--- src/rtl/seg7_scan_decoder.sv ---
// Snoops a multiplexed active-low 7-segment bus, debounces and decodes each digit.
// Optional decimal-point tracking is enabled with SEG7_DP_EN.
module seg7_scan_decoder #(
  parameter int NUM_DIGITS = 4,
  parameter int STABLE_CNT = 3,
  parameter int IW         = $clog2(NUM_DIGITS)
) (
  input  logic                    clk,
  input  logic                    reset,
  input  logic                    sample_en,
  input  logic [0:6]              seg_in,
  input  logic [NUM_DIGITS-1:0]   an_in,
`ifdef SEG7_DP_EN
  input  logic                    seg_dp_in,
  output logic                    out_dp,
  output logic [NUM_DIGITS-1:0]   dp_flat,
`endif
  output logic                    out_valid,
  input  logic                    out_ready,
  output logic [IW-1:0]           out_idx,
  output logic [3:0]              out_digit,
  output logic                    out_bad,
  output logic [4*NUM_DIGITS-1:0] digits_flat,
  output logic [NUM_DIGITS-1:0]   digit_ok
);

`ifdef SEG7_DP_EN
  localparam int PW = 8;
`else
  localparam int PW = 7;
`endif
  localparam logic [3:0] SC = 4'(STABLE_CNT);

  typedef enum logic {IDLE, PEND} state_t;

  state_t state, state_nx;

  logic [PW-1:0] cand [NUM_DIGITS];
  logic [PW-1:0] comm [NUM_DIGITS];
  logic [3:0]    cnt  [NUM_DIGITS];

  logic [PW-1:0] pat;
  logic [IW-1:0] sel;
  logic [3:0]    zcnt;
  logic          take;
  logic [3:0]    cnt_nx;
  logic          commit;
  logic          blank;
  logic          hit;
  logic [3:0]    val;
  logic          ev;

`ifdef SEG7_DP_EN
  assign pat = {seg_dp_in, seg_in};
`else
  assign pat = seg_in;
`endif

  function automatic logic [4:0] dec(input logic [6:0] s);
    logic [4:0] r;
    case (s)
      7'b0000001: r = 5'h10;
      7'b1001111: r = 5'h11;
      7'b0010010: r = 5'h12;
      7'b0000110: r = 5'h13;
      7'b1001100: r = 5'h14;
      7'b0100100: r = 5'h15;
      7'b0100000: r = 5'h16;
      7'b0001111: r = 5'h17;
      7'b0000000: r = 5'h18;
      7'b0001100: r = 5'h19;
      7'b0001000: r = 5'h1A;
      7'b1100000: r = 5'h1B;
      7'b0110001: r = 5'h1C;
      7'b1000010: r = 5'h1D;
      7'b0110000: r = 5'h1E;
      7'b0111000: r = 5'h1F;
      default:    r = 5'h00;
    endcase
    return r;
  endfunction

  // A sample is usable only when exactly one digit enable is low
  always_comb begin
    zcnt = '0;
    sel  = '0;
    for (int k = 0; k < NUM_DIGITS; k++) begin
      if (!an_in[k]) begin
        zcnt = zcnt + 4'd1;
        sel  = IW'(k);
      end
    end
    take = sample_en && (zcnt == 4'd1);
  end

  always_comb begin
    cnt_nx = 4'd1;
    if (pat == cand[sel])
      cnt_nx = (cnt[sel] == SC) ? cnt[sel] : cnt[sel] + 4'd1;
    {hit, val} = dec(pat[6:0]);
    blank  = (pat[6:0] == 7'h7F);
    commit = take && (cnt_nx == SC) && (pat != comm[sel])
             && (!out_valid || out_ready);
    ev     = commit && !blank;
  end

  always_comb begin
    state_nx = state;
    unique case (state)
      IDLE: if (ev) state_nx = PEND;
      PEND: if (out_ready) state_nx = ev ? PEND : IDLE;
    endcase
  end

  always_ff @(posedge clk) begin
    if (reset) state <= IDLE;
    else       state <= state_nx;
  end

  assign out_valid = (state == PEND);

  always_ff @(posedge clk) begin
    if (reset) begin
      for (int k = 0; k < NUM_DIGITS; k++) begin
        cand[k] <= '1;
        comm[k] <= '1;
        cnt[k]  <= '0;
      end
      digits_flat <= '0;
      digit_ok    <= '0;
    end else if (take) begin
      cand[sel] <= pat;
      cnt[sel]  <= cnt_nx;
      if (commit) begin
        comm[sel]     <= pat;
        digit_ok[sel] <= hit;
        if (hit) digits_flat[4*sel +: 4] <= val;
      end
    end
  end

  always_ff @(posedge clk) begin
    if (reset) begin
      out_idx   <= '0;
      out_digit <= '0;
      out_bad   <= 1'b0;
    end else if (ev) begin
      out_idx   <= sel;
      out_digit <= hit ? val : 4'd0;
      out_bad   <= !hit;
    end
  end

`ifdef SEG7_DP_EN
  always_ff @(posedge clk) begin
    if (reset) begin
      out_dp  <= 1'b0;
      dp_flat <= '0;
    end else begin
      if (ev) out_dp <= hit && !pat[7];
      if (commit && hit) dp_flat[sel] <= !pat[7];
    end
  end
`endif

endmodule
--- config.mk ---
export PLATFORM = sky130hd
export DESIGN_NAME = seg7_scan_decoder
export DESIGN_NICKNAME = d
export VERILOG_FILES = /design/src/rtl/seg7_scan_decoder.sv
export SDC_FILE = /design/constraint.sdc
export NUM_CORES = 1
export LEC_CHECK = 0
export CAP_MARGIN = 20
export CORE_ASPECT_RATIO = 1.75
export CORE_MARGIN = 3
export CORE_UTILIZATION = 43
export DETAILED_ROUTE_END_ITERATION = 16
export DONT_BUFFER_PORTS = 1
export PLACE_DENSITY = 0.63
export SYNTH_ARGS = -nofsm -noshare
export SYNTH_HDL_FRONTEND = slang
export SYNTH_SLANG_ARGS = --single-unit
--- constraint.sdc ---
create_clock -name clk -period 3.61 [get_ports clk]
set_input_delay 0.722 -clock clk [delete_from_list [all_inputs] [get_ports clk]]
set_output_delay 0.722 -clock clk [all_outputs]
set_load 0.005 [all_outputs]
-- Word level (Yosys, flattened, before mapping)
Memories as Yosys holds them, arrays and structs flattened.
Index checks and enable logic that the tools add are counted.
W data, S select, Z words.
- register bits after elaboration: 28
- memory bits (writable): 72
- bits of input ports: 15
- output and inout port bits: 28
- word-level logic and storage cells: 92
- memories: 3
- memory list (name ; words ; bits a word ; rd ports ; clocked after memory_dff ; wr ports ; line ; text):
    cand ; 4 ; 7 ; 1 ; 0 ; 4 ; 38 ; logic [PW-1:0] cand [NUM_DIGITS];
    comm ; 4 ; 7 ; 1 ; 0 ; 4 ; 39 ; logic [PW-1:0] comm [NUM_DIGITS];
    cnt ; 4 ; 4 ; 1 ; 0 ; 4 ; 40 ; logic [3:0] cnt [NUM_DIGITS];
- $add $sub $neg: 5
- magnitude comparators: 2
- eq/ne operators: 21
- shift operators: 2
- muxes and demuxes: 36
- bitwise logic cells: 1
- reductions and logical operators: 16
- operators with widths (kind ; count):
    $pmux W5 S16 ; 1
    $eq A7 B6 Y1 const B ; 5
    $eq A7 B7 Y1 const B ; 5
    $neg A4 Y34 ; 1
    $shift A4 B34 Y16 const A ; 1
    $shiftx A4 B34 Y16 ; 1
    $mux W4 ; 7
    $eq A7 B4 Y1 const B ; 3
    $mux W1 ; 17
    $add A4 B1 Y4 const B ; 4
    $bwmux W16 ; 1
    $mux W7 ; 2
    $reduce_or A7 Y1 ; 2
    $mux W2 ; 5
    $eq A4 B2 Y1 const B ; 2
    $eq A7 B1 Y1 const B ; 1
    $eq A7 B3 Y1 const B ; 1
    $eq A7 B5 Y1 const B ; 1
    $eq A7 B7 Y1 ; 1
    $logic_not A7 Y1 ; 1
    $ne A7 B7 Y1 ; 1
    $logic_and A1 B1 Y1 ; 6
    $bwmux W4 ; 1
    $eq A4 B1 Y1 const B ; 1
    other kinds (10) ; 12

-- Longest topological paths before layout
Gate-level depths: netlist of the first run.
- depth in word-level cells: 18
- gate-level depth with buffers: 16
- depth with buffers taken out: 13

-- Worst setup path after synthesis of the first run
Ideal clock, no wire load.
- path type: input to register
- start: input an_in[1]
- end: memory comm[2][0], enable pin
- setup time: 0.323 ns
- arrival: 3.504 ns
- data required time: 3.287 ns
- slack: -0.217 ns
- cell stages on the path: 13
- path buffers: 3
- path through: buf_6 > buf_2 > inv_1 > ha_1 > xnor2_1 > ha_1 > o311ai_0 > nand3_1 > a211o_1 > nor4_4 > buf_6 > nand2_1 > nand2_1
- RTL lines (item ; line ; text):
    from (decl) ; 12 ; input logic [NUM_DIGITS-1:0] an_in,
    to (decl) ; 39 ;

==> results of run 1 <==
layout by cell type (no fill, tap or decap), drive strengths merged, types with 2 or more instances in the layout:
cell type	Yosys	routed
or3	13	13
o2bb2ai	2	2
nand2b	6	6
a31oi	6	6
nand4b	2	2
o22ai	2	2
nor2b	3	3
xnor2	25	25
xor2	17	17
nand3b	9	9
inv	22	27
a21o	2	2
o32ai	4	4
clkbuf	19	10
o21a	2	2
nor4	5	5
nand3	13	13
nor2	36	36
nor3b	2	2
a21oi	14	14
edfxtp	72	72
buf	20	23
nor3	7	7
o22a	2	2
ha	4	4
o21ai	23	23
or2	3	3
a211oi	2	2
and2	6	6
dfxtp	28	28
mux2i	32	32
nand4	7	7
a2bb2o	4	4
a311o	4	4
a311oi	3	3
nand2	72	72
per-layer routing:
layer | GRT usage | up-vias | routed length [um]
met1 | 0.197 | 1843 | 4800
met3 | 0.0323 | 44 | 498
li1 | - | 1836 | -
met2 | 0.359 | 113 | 7190
met5 | 0 | - | 0
met4 | 0.138 | 0 | 900
flip-flops by register name, summed over array words and instances (netlist names):
register     count
digits_flat     16
cand            28
digit_ok         4
out_idx          2
out_bad          1
cnt             16
out_digit        4
out_valid        1
comm            28
logic make-up after synthesis:
family,share of synthesized area
XOR/XNOR,0.0688
adder cells (fa/ha/maj),0.00935
multiplexers,0.0620
flip-flops,0.509
AND/OR/NAND/NOR,0.187
AO/OA/AOI/OAI,0.109
buffers and inverters,0.0552
power breakdown:
group / internal, mW / switching (mW) / total [mW]
Clock: 0.501 / 0.446 / 0.947
Combinational: 0.0960 / 0.135 / 0.231
Sequential: 1.26 / 0.0121 / 1.27
Total: 1.86 / 0.593 / 2.45
Yosys cell counts, types with 3 or more instances:
library cell  number  area share
dfxtp_1           28        0.10
o21ai_1            3      0.0028
nand4_1            7      0.0082
xnor2_1           25       0.041
nand3_1           11       0.010
nand3b_1           9       0.013
o32ai_1            4      0.0065
nand2b_1           6      0.0070
a31oi_1            6      0.0070
clkbuf_1          19       0.013
ha_1               4      0.0094
inv_1             22       0.015
o21ai_0           20       0.019
a2bb2o_2           4      0.0084
and2_1             5      0.0058
nor2_1            36       0.025
a311o_1            4      0.0075
nor3_1             7      0.0065
a311oi_1           3      0.0049
or2_2              3      0.0035
nor2b_1            3      0.0035
buf_4              3      0.0042
a21oi_1           14       0.013
or3_1             13       0.015
nand2_1           69       0.048
buf_6              4      0.0084
buf_2             11       0.010
mux2i_1           32       0.060
edfxtp_1          72        0.40
xor2_1            17       0.028
final cells by class:
| type | instances | share of cell area |
|---|---|---|
| inverter | 22 | 0.0141 |
| tap | 165 | 0.0354 |
| clock buffer | 10 | 0.0409 |
| sequential | 100 | 0.466 |
| timing repair buffer | 23 | 0.0317 |
| multi-input combinational | 353 | 0.403 |
| clock inverter | 6 | 0.00879 |
stage by stage:
step	setup slack, ns	std cells	utilization
global placement	0.145	663	0.460
CTS	0.473	679	0.484
global route	0.332	679	0.484
floorplan	-0.000727	514	-
detailed placement	0.117	663	0.460
finish	0.464	679	0.484
worst paths after layout:
kind	from	to	slack (ns)	depth (start not counted)
max	an_in[1]	comm[0][6]$_SDFFCE_PN1P_	0.46	11
min	reset	out_idx[0]$_SDFFE_PP0P_	0.45	1
max reg2reg	cnt[0][0]$_SDFFCE_PN0P_	comm[0][6]$_SDFFCE_PN1P_	0.69	11
min reg2reg	digit_ok[3]$_SDFFE_PP0P_	digit_ok[3]$_SDFFE_PP0P_	0.49	2
==> qor.yml, run 1 <==
share_of_flip_flops_with_an_asynchronous_set_or_reset: 0
tritoncts: "yes"
cpMaxStageDelayCell: "ha_1"
critical_path.max_stage_delay_ns: 0.34
critical_path_cell_by_cell: "inv_1 -> ha_1 -> xnor2_2 -> ha_1 -> o311ai_2 -> nand3_1 -> a211o_1 -> nor4_4 -> buf_12 -> nand2_4 -> nand2_1"
end_kind: "register"
syn-instance-count: 514
dp.final_hpwl_mm: 9.96
drt_iter0_drc: 179
cts.repair_timing.setup_buffer_count: 0
drt-vias-per-instance: 5.65
worst-endpoint-required_ns: 3.63
max_cap_violations: 0
die_x_um: 90.3
synth_ff_type: "edfxtp_1"
synth_sequential_area_ratio: 0.509
postSynthAreaPerCell_um2: 10.4
worst-path-buf-inv: 2
holdWs_ns: 0.446
antenna_found_initial: 0
cts.root.buffer_cell: "clkbuf_16"
total_leakage_power_nw: 2.01
ys_types: 69
slew_headroom: 0.453
post_cts_resize_count: 0
hold_path_class: "input pin to register"
worst-setup-path-type: "input pin to register"
synth_seq_cells: 100
drtPass1Iterations: 5
totalWireLength_mm: 13.4
drive_above_1_share: 0.117
clk-insertion-delay-late_ns: 0.35
setup_repair_after_global_routing_missed_its_margin: "no"
total_power_mw: 2.45
filler_cell_count: 1148
antenna-diode-count: 0
multi_input_area_um2: 2350
worst-path-max-fanout: 24
path_delay_family: "simple AND/OR/NAND/NOR gates"
synth.cell_area_um2: 5350
postPlaceCellArea_um2: 5550
outcome: "complete, no violations"
gp_routability_congestion: 0.798
final_number_of_max_transition_violations: 0
post-route-cell-area_um2: 5840
hold_violations: 0
synth-warning-count: 0
htreeDepth: 3
row_count: 53
die_height_um: 154
cts.sinks: 100
start_util: 0.443
finalNetCount: 528
grt_start_max_net_pins: 26
worstMarginPinSlew_ns: 0.817
port_buffers: 0
synth_nets: 533
total_power_density_per_cell_area_nw_per_um2: 419
ff_latch_area_um2: 2720
holdBufCountCts: 0
die_outline_area_um2: 13900
core_area_um2: 12100
worstPathArrival_ns: 3.17
antenna_left: 0
cts-buffers-inserted: 9
grt_first_pass_wirelength_mm: 20.7
worst_ir_drop_vdd_mv: 0.296
worst_clock_skew_ns: 0.0128
fmax_mhz: 318
clk_transition_reported_paths_ns: 0.07
period_needed_ns: 3.15
num_io_pins: 43
synth_enable_flop_cells: 72
first_global_vias: 3902
start_kind: "input pin"
path_common_cell: "ha_1"
max-clock-path-buffers: 2
setup-violations-final: 0
drcViolationCount: 0
layout-area-overhead-vs-synth_pct: 9.10
routed-via-count: 3836
fin_tns_setup_ns: 0
routed_wire_length_per_instance_um: 19.7
gr-usage-all-layers: 0.195
grt_remaining_overflow: 0
fin_crit_sh: 0.872
Power figures use the tool's default switching activity.
==> run 2, diff against run 1 <==
==> constraint.sdc (replaced) <==
create_clock -name clk -period 3.61 [get_ports clk]
set_input_delay 0.5415 -clock clk [delete_from_list [all_inputs] [get_ports clk]]
set_output_delay 0.5415 -clock clk [all_outputs]
set_load 0.005 [all_outputs]
==> qor.yml, run 2 (synthesis gave the netlist of run 1 again) <==
worst_ir_drop_vdd_mv: 0.292
ff_latch_area_um2: 2720
row_count: 53
total_power_density_per_cell_area_nw_per_um2: 430
antenna_left: 0
setup_repair_after_global_routing_missed_its_margin: "no"
start_kind: "input pin"
holdBufCountCts: 0
drive_above_1_share: 0.102
outcome: "complete, no violations"
layout.cells.most_common: "edfxtp_1"
max-clock-path-buffers: 2
gp_routability_congestion: 0.828
start_util: 0.443
grt_start_max_net_pins: 31
hold_violations: 0
fin_tns_setup_ns: 0
cpMaxStageDelayCell: "o311ai_1"
die_outline_area_um2: 13900
biggestRegsByFlops: "cand: 28 flops, comm: 28 flops"
htreeDepth: 3
number_of_cells_traversed_by_the_worst_hold_path: 1
grt_first_pass_wirelength_mm: 21.3
totalWireLength_mm: 13.6
max_cap_violations: 0
critical_path.max_stage_delay_ns: 0.40
cts.repair_timing.setup_buffer_count: 0
worstPathArrival_ns: 3.30
drtPass1Iterations: 6
drt-vias-per-instance: 5.64
num_io_pins: 43
critical_path_cell_by_cell: "inv_1 -> ha_1 -> xnor2_1 -> ha_1 -> o311ai_1 -> and4b_1 -> o2111ai_1 -> a211oi_1 -> and4_1 -> inv_1 -> a31o_2"
port_buffers: 0
cts.sinks: 100
gr-usage-all-layers: 0.202
antenna-diode-count: 0
fin_crit_sh: 0.843
clk_transition_reported_paths_ns: 0.08
hold_path_class: "input pin to register"
end_kind: "register"
filler_cell_count: 1176
post_cts_resize_count: 0
routed-via-count: 3799
dp.final_hpwl_mm: 10.0
most-common-layout-cells: "72 x edfxtp_1, 69 x nand2_1, 36 x nor2_1"
tritoncts: "yes"
total_leakage_power_nw: 1.98
cts.root.buffer_cell: "clkbuf_16"
antenna_found_initial: 0
routed_wire_length_per_instance_um: 20.1
drcViolationCount: 0
setup_ws_ns: 0.568
setup-violations-final: 0
cts-buffers-inserted: 9
multi_input_area_um2: 2330
clk-insertion-delay-late_ns: 0.36
worst-setup-path-type: "input pin to register"
slew_headroom: 0.385
drt_iter0_drc: 250
period_needed_ns: 3.04
die_height_um: 154
grt_remaining_overflow: 0
die_x_um: 90.3
layout-area-overhead-vs-synth_pct: 8.42
fmax_mhz: 329
worst_clock_skew_ns: 0.00925
worst-path-max-fanout: 24
first_global_vias: 3812
preCtsSetupSlack_ns: 0.189
worstMarginPinSlew_ns: 0.920
worst-endpoint-required_ns: 3.87
core_area_um2: 12100
final_number_of_max_transition_violations: 0
reg2regPathDepth: 11
finalNetCount: 523
total_power_mw: 2.49
run 2: per-stage QoR:
stage | hold WS (ns) | instances | area [um^2] | util
after floorplan | 0.455 | 514 | 5350 | -
after global placement | 0.472 | 658 | 5490 | 0.455
after detailed placement | 0.479 | 658 | 5490 | 0.455
after CTS | 0.236 | 674 | 5800 | 0.481
after global routing | 0.233 | 674 | 5800 | 0.481
final | 0.248 | 674 | 5800 | 0.481
run 2: power by group:
part	leakage [nW]	switching, mW	internal [mW]
registers	0.866	0.0126	1.26
logic	0.964	0.133	0.0917
clock network	0.152	0.498	0.502
run 2: layout make-up:
class                      count  area share
clock inverter                 7      0.0145
timing repair buffer          18      0.0255
multi-input combinational    353       0.402
inverter                      22      0.0142
clock buffer                   9      0.0388
sequential                   100       0.469
tap                          165      0.0356
run 2: routing by layer:
| metal | GRT usage | routed length, um | vias to the layer above |
|---|---|---|---|
| met2 | 0.372 | 7630 | 109 |
| met1 | 0.213 | 4760 | 1841 |
| li1 | - | - | 1826 |
| met3 | 0.0392 | 599 | 23 |
| met5 | 0 | 0 | - |
| met4 | 0.114 | 578 | 0 |
run 2: worst paths after layout:
path | from | to | slack, ns
setup / recovery | an_in[1] | out_bad$_SDFFE_PP0P_ | 0.57
hold / removal | reset | out_idx[0]$_SDFFE_PP0P_ | 0.25
setup reg to reg | cnt[1][0]$_SDFFCE_PN0P_ | comm[3][6]$_DFFE_PP_ | 0.67
hold reg to reg | digits_flat[12]$_SDFFE_PP0P_ | digits_flat[12]$_SDFFE_PP0P_ | 0.49
run 2: critical path: cells and delay by family:
kind,cells,cell delay (ns)
adders and majority gates,2,0.60
AOI/OAI and AO/OA,4,1.11
xor gates and xnor gates,1,0.21
and+or+nand+nor,2,0.64
buffers and inverters,2,0.18
==> run 3, diff against run 2 <==
clock period = 2.6 ns   (was 3.61 ns; I/O delays follow)
==> qor.yml, run 3 (synthesis gave the netlist of run 1 again) <==
filler_cell_count: 1065
finalNetCount: 565
layout-area-overhead-vs-synth_pct: 21.6
gp_routability_congestion: 0.861
drt_iter0_drc: 278
final_number_of_max_transition_violations: 0
totalWireLength_mm: 14.6
outcome: "complete, but fails checks"
total_power_mw: 3.48
period_needed_ns: 2.67
worst-endpoint-required_ns: 2.69
num_io_pins: 43
fmax_mhz: 374
drt-vias-per-instance: 5.68
cts-buffers-inserted: 9
die_height_um: 154
start_kind: "register"
worst-path-max-fanout: 7
first_global_vias: 4118
grt_remaining_overflow: 0
grt_start_max_net_pins: 30
layout.cells.most_common: "edfxtp_1"
antenna-diode-count: 0
end_kind: "register"
worst_ir_drop_vdd_mv: 0.416
drive_above_1_share: 0.263
fin_crit_sh: 1.03
hold_path_class: "input pin to register"
die_outline_area_um2: 13900
worstMarginPinSlew_ns: 0.770
cts.sinks: 100
core_area_um2: 12100
dp.final_hpwl_mm: 10.5
worst-setup-path-type: "register to register"
routed-via-count: 4066
drtPass1Iterations: 5
row_count: 53
hold_violations: 0
grt_first_pass_wirelength_mm: 22.3
routed_wire_length_per_instance_um: 20.4
die_x_um: 90.3
biggestRegsByFlops: "cand: 28 flops, comm: 28 flops"
tritoncts: "yes"
port_buffers: 0
setup_ws_ns: -0.0748
holdBufCountCts: 0
drcViolationCount: 0
setup_repair_after_global_routing_missed_its_margin: "yes"
start_util: 0.443
slew_headroom: 0.481
most-common-layout-cells: "72 x edfxtp_1, 49 x buf_4, 45 x nand2_1"
total_leakage_power_nw: 2.30
total_power_density_per_cell_area_nw_per_um2: 535
clk-insertion-delay-late_ns: 0.35
setup-violations-final: 44
worstPathArrival_ns: 2.76
max_cap_violations: 0
worst_clock_skew_ns: 0.0111
max-clock-path-buffers: 2
failed_checks: "setup timing"
htreeDepth: 3
gr-usage-all-layers: 0.209
antenna_found_initial: 0
antenna_left: 0
cts.root.buffer_cell: "clkbuf_16"
clk_transition_reported_paths_ns: 0.08
holdWs_ns: 0.114
-- run 3: cell count changes in the layout (fill, tap and decap cells not counted), moves of 4 or more --
cell | before | now
a2bb2o_2 | 4 | 0
a2bb2o_4 | 0 | 4
and2_1 | 5 | 1
buf_6 | 0 | 6
nand2_1 | 69 | 45
o21ai_0 | 20 | 10
o21ai_1 | 3 | 11
nand2_2 | 1 | 19
buf_4 | 17 | 49
-- run 3: timing repair --
item / in CTS / in global routing
buffers inserted: 3 / 5
pin swaps: 9 / 11
gates resized for setup: 17 / 41
setup endpoints to repair: 70 / 83
gates cloned: 1 / 0
-- run 3: area by class of cell --
class	count	area, um^2	share of cell area
Multi-Input combinational cell	353	2670	0.410
Clock inverter	7	58.8	0.00904
Clock buffer	9	225	0.0346
Sequential cell	100	2720	0.418
Inverter	22	87.6	0.0135
Timing Repair Buffer	60	538	0.0827
Tap cell	165	206	0.0317
-- run 3: worst max-delay path, cell delays in order (launching register included) --
cell      delay, ns
edfxtp_1       0.40
mux2i_1        0.18
a21oi_2        0.09
a21oi_2        0.17
inv_2          0.07
ha_4           0.27
nand2_2        0.05
a211o_1        0.30
nor4_4         0.30
buf_6          0.17
buf_12         0.14
and2_4         0.20
nand2_2        0.06
-- run 3: metrics by stage --
stage | cells | utilization | TNS (ns) | instance area (um^2) | worst slack (ns)
floorplan | 514 | - | -42.56 | 5500 | -0.579
global placement | 691 | 0.488 | -20.93 | 5890 | -0.307
detailed placement | 691 | 0.488 | -23.96 | 5890 | -0.351
CTS | 711 | 0.520 | -0.0735 | 6280 | -0.0126
global route | 716 | 0.539 | -8.76 | 6510 | -0.187
finish | 716 | 0.539 | -1.55 | 6510 | -0.0748
-- run 3: metal layers --
| metal | vias to the layer above | global-route usage | share of wire | routed length, um |
|---|---|---|---|---|
| met2 | 128 | 0.406 | 0.57 | 8380 |
| met3 | 27 | 0.0387 | 0.050 | 724 |
| li1 | 1903 | - | - | - |
| met4 | 0 | 0.0862 | 0.029 | 420 |
| met1 | 2008 | 0.216 | 0.35 | 5080 |
| met5 | - | 0 | 0 | 0 |
-- run 3: path summary, 6_finish.rpt --
check	from	endpoint	slack (ns)	cells after the start
worst max register to register	cnt[1][0]$_SDFFCE_PN0P_	comm[1][1]$_SDFFCE_PN1P_	-0.07	12
worst min-delay path	reset	out_idx[0]$_SDFFE_PP0P_	0.11	1
worst max-delay path	cnt[1][0]$_SDFFCE_PN0P_	comm[1][1]$_SDFFCE_PN1P_	-0.07	12
worst min register to register	digit_ok[0]$_SDFFE_PP0P_	digit_ok[0]$_SDFFE_PP0P_	0.49	2
-- run 3: power breakdown --
group	switching (mW)	total, mW	leakage (nW)	internal [mW]
combinational	0.225	0.413	1.29	0.188
sequential	0.0186	1.77	0.866	1.75
clock	0.639	1.30	0.138	0.665
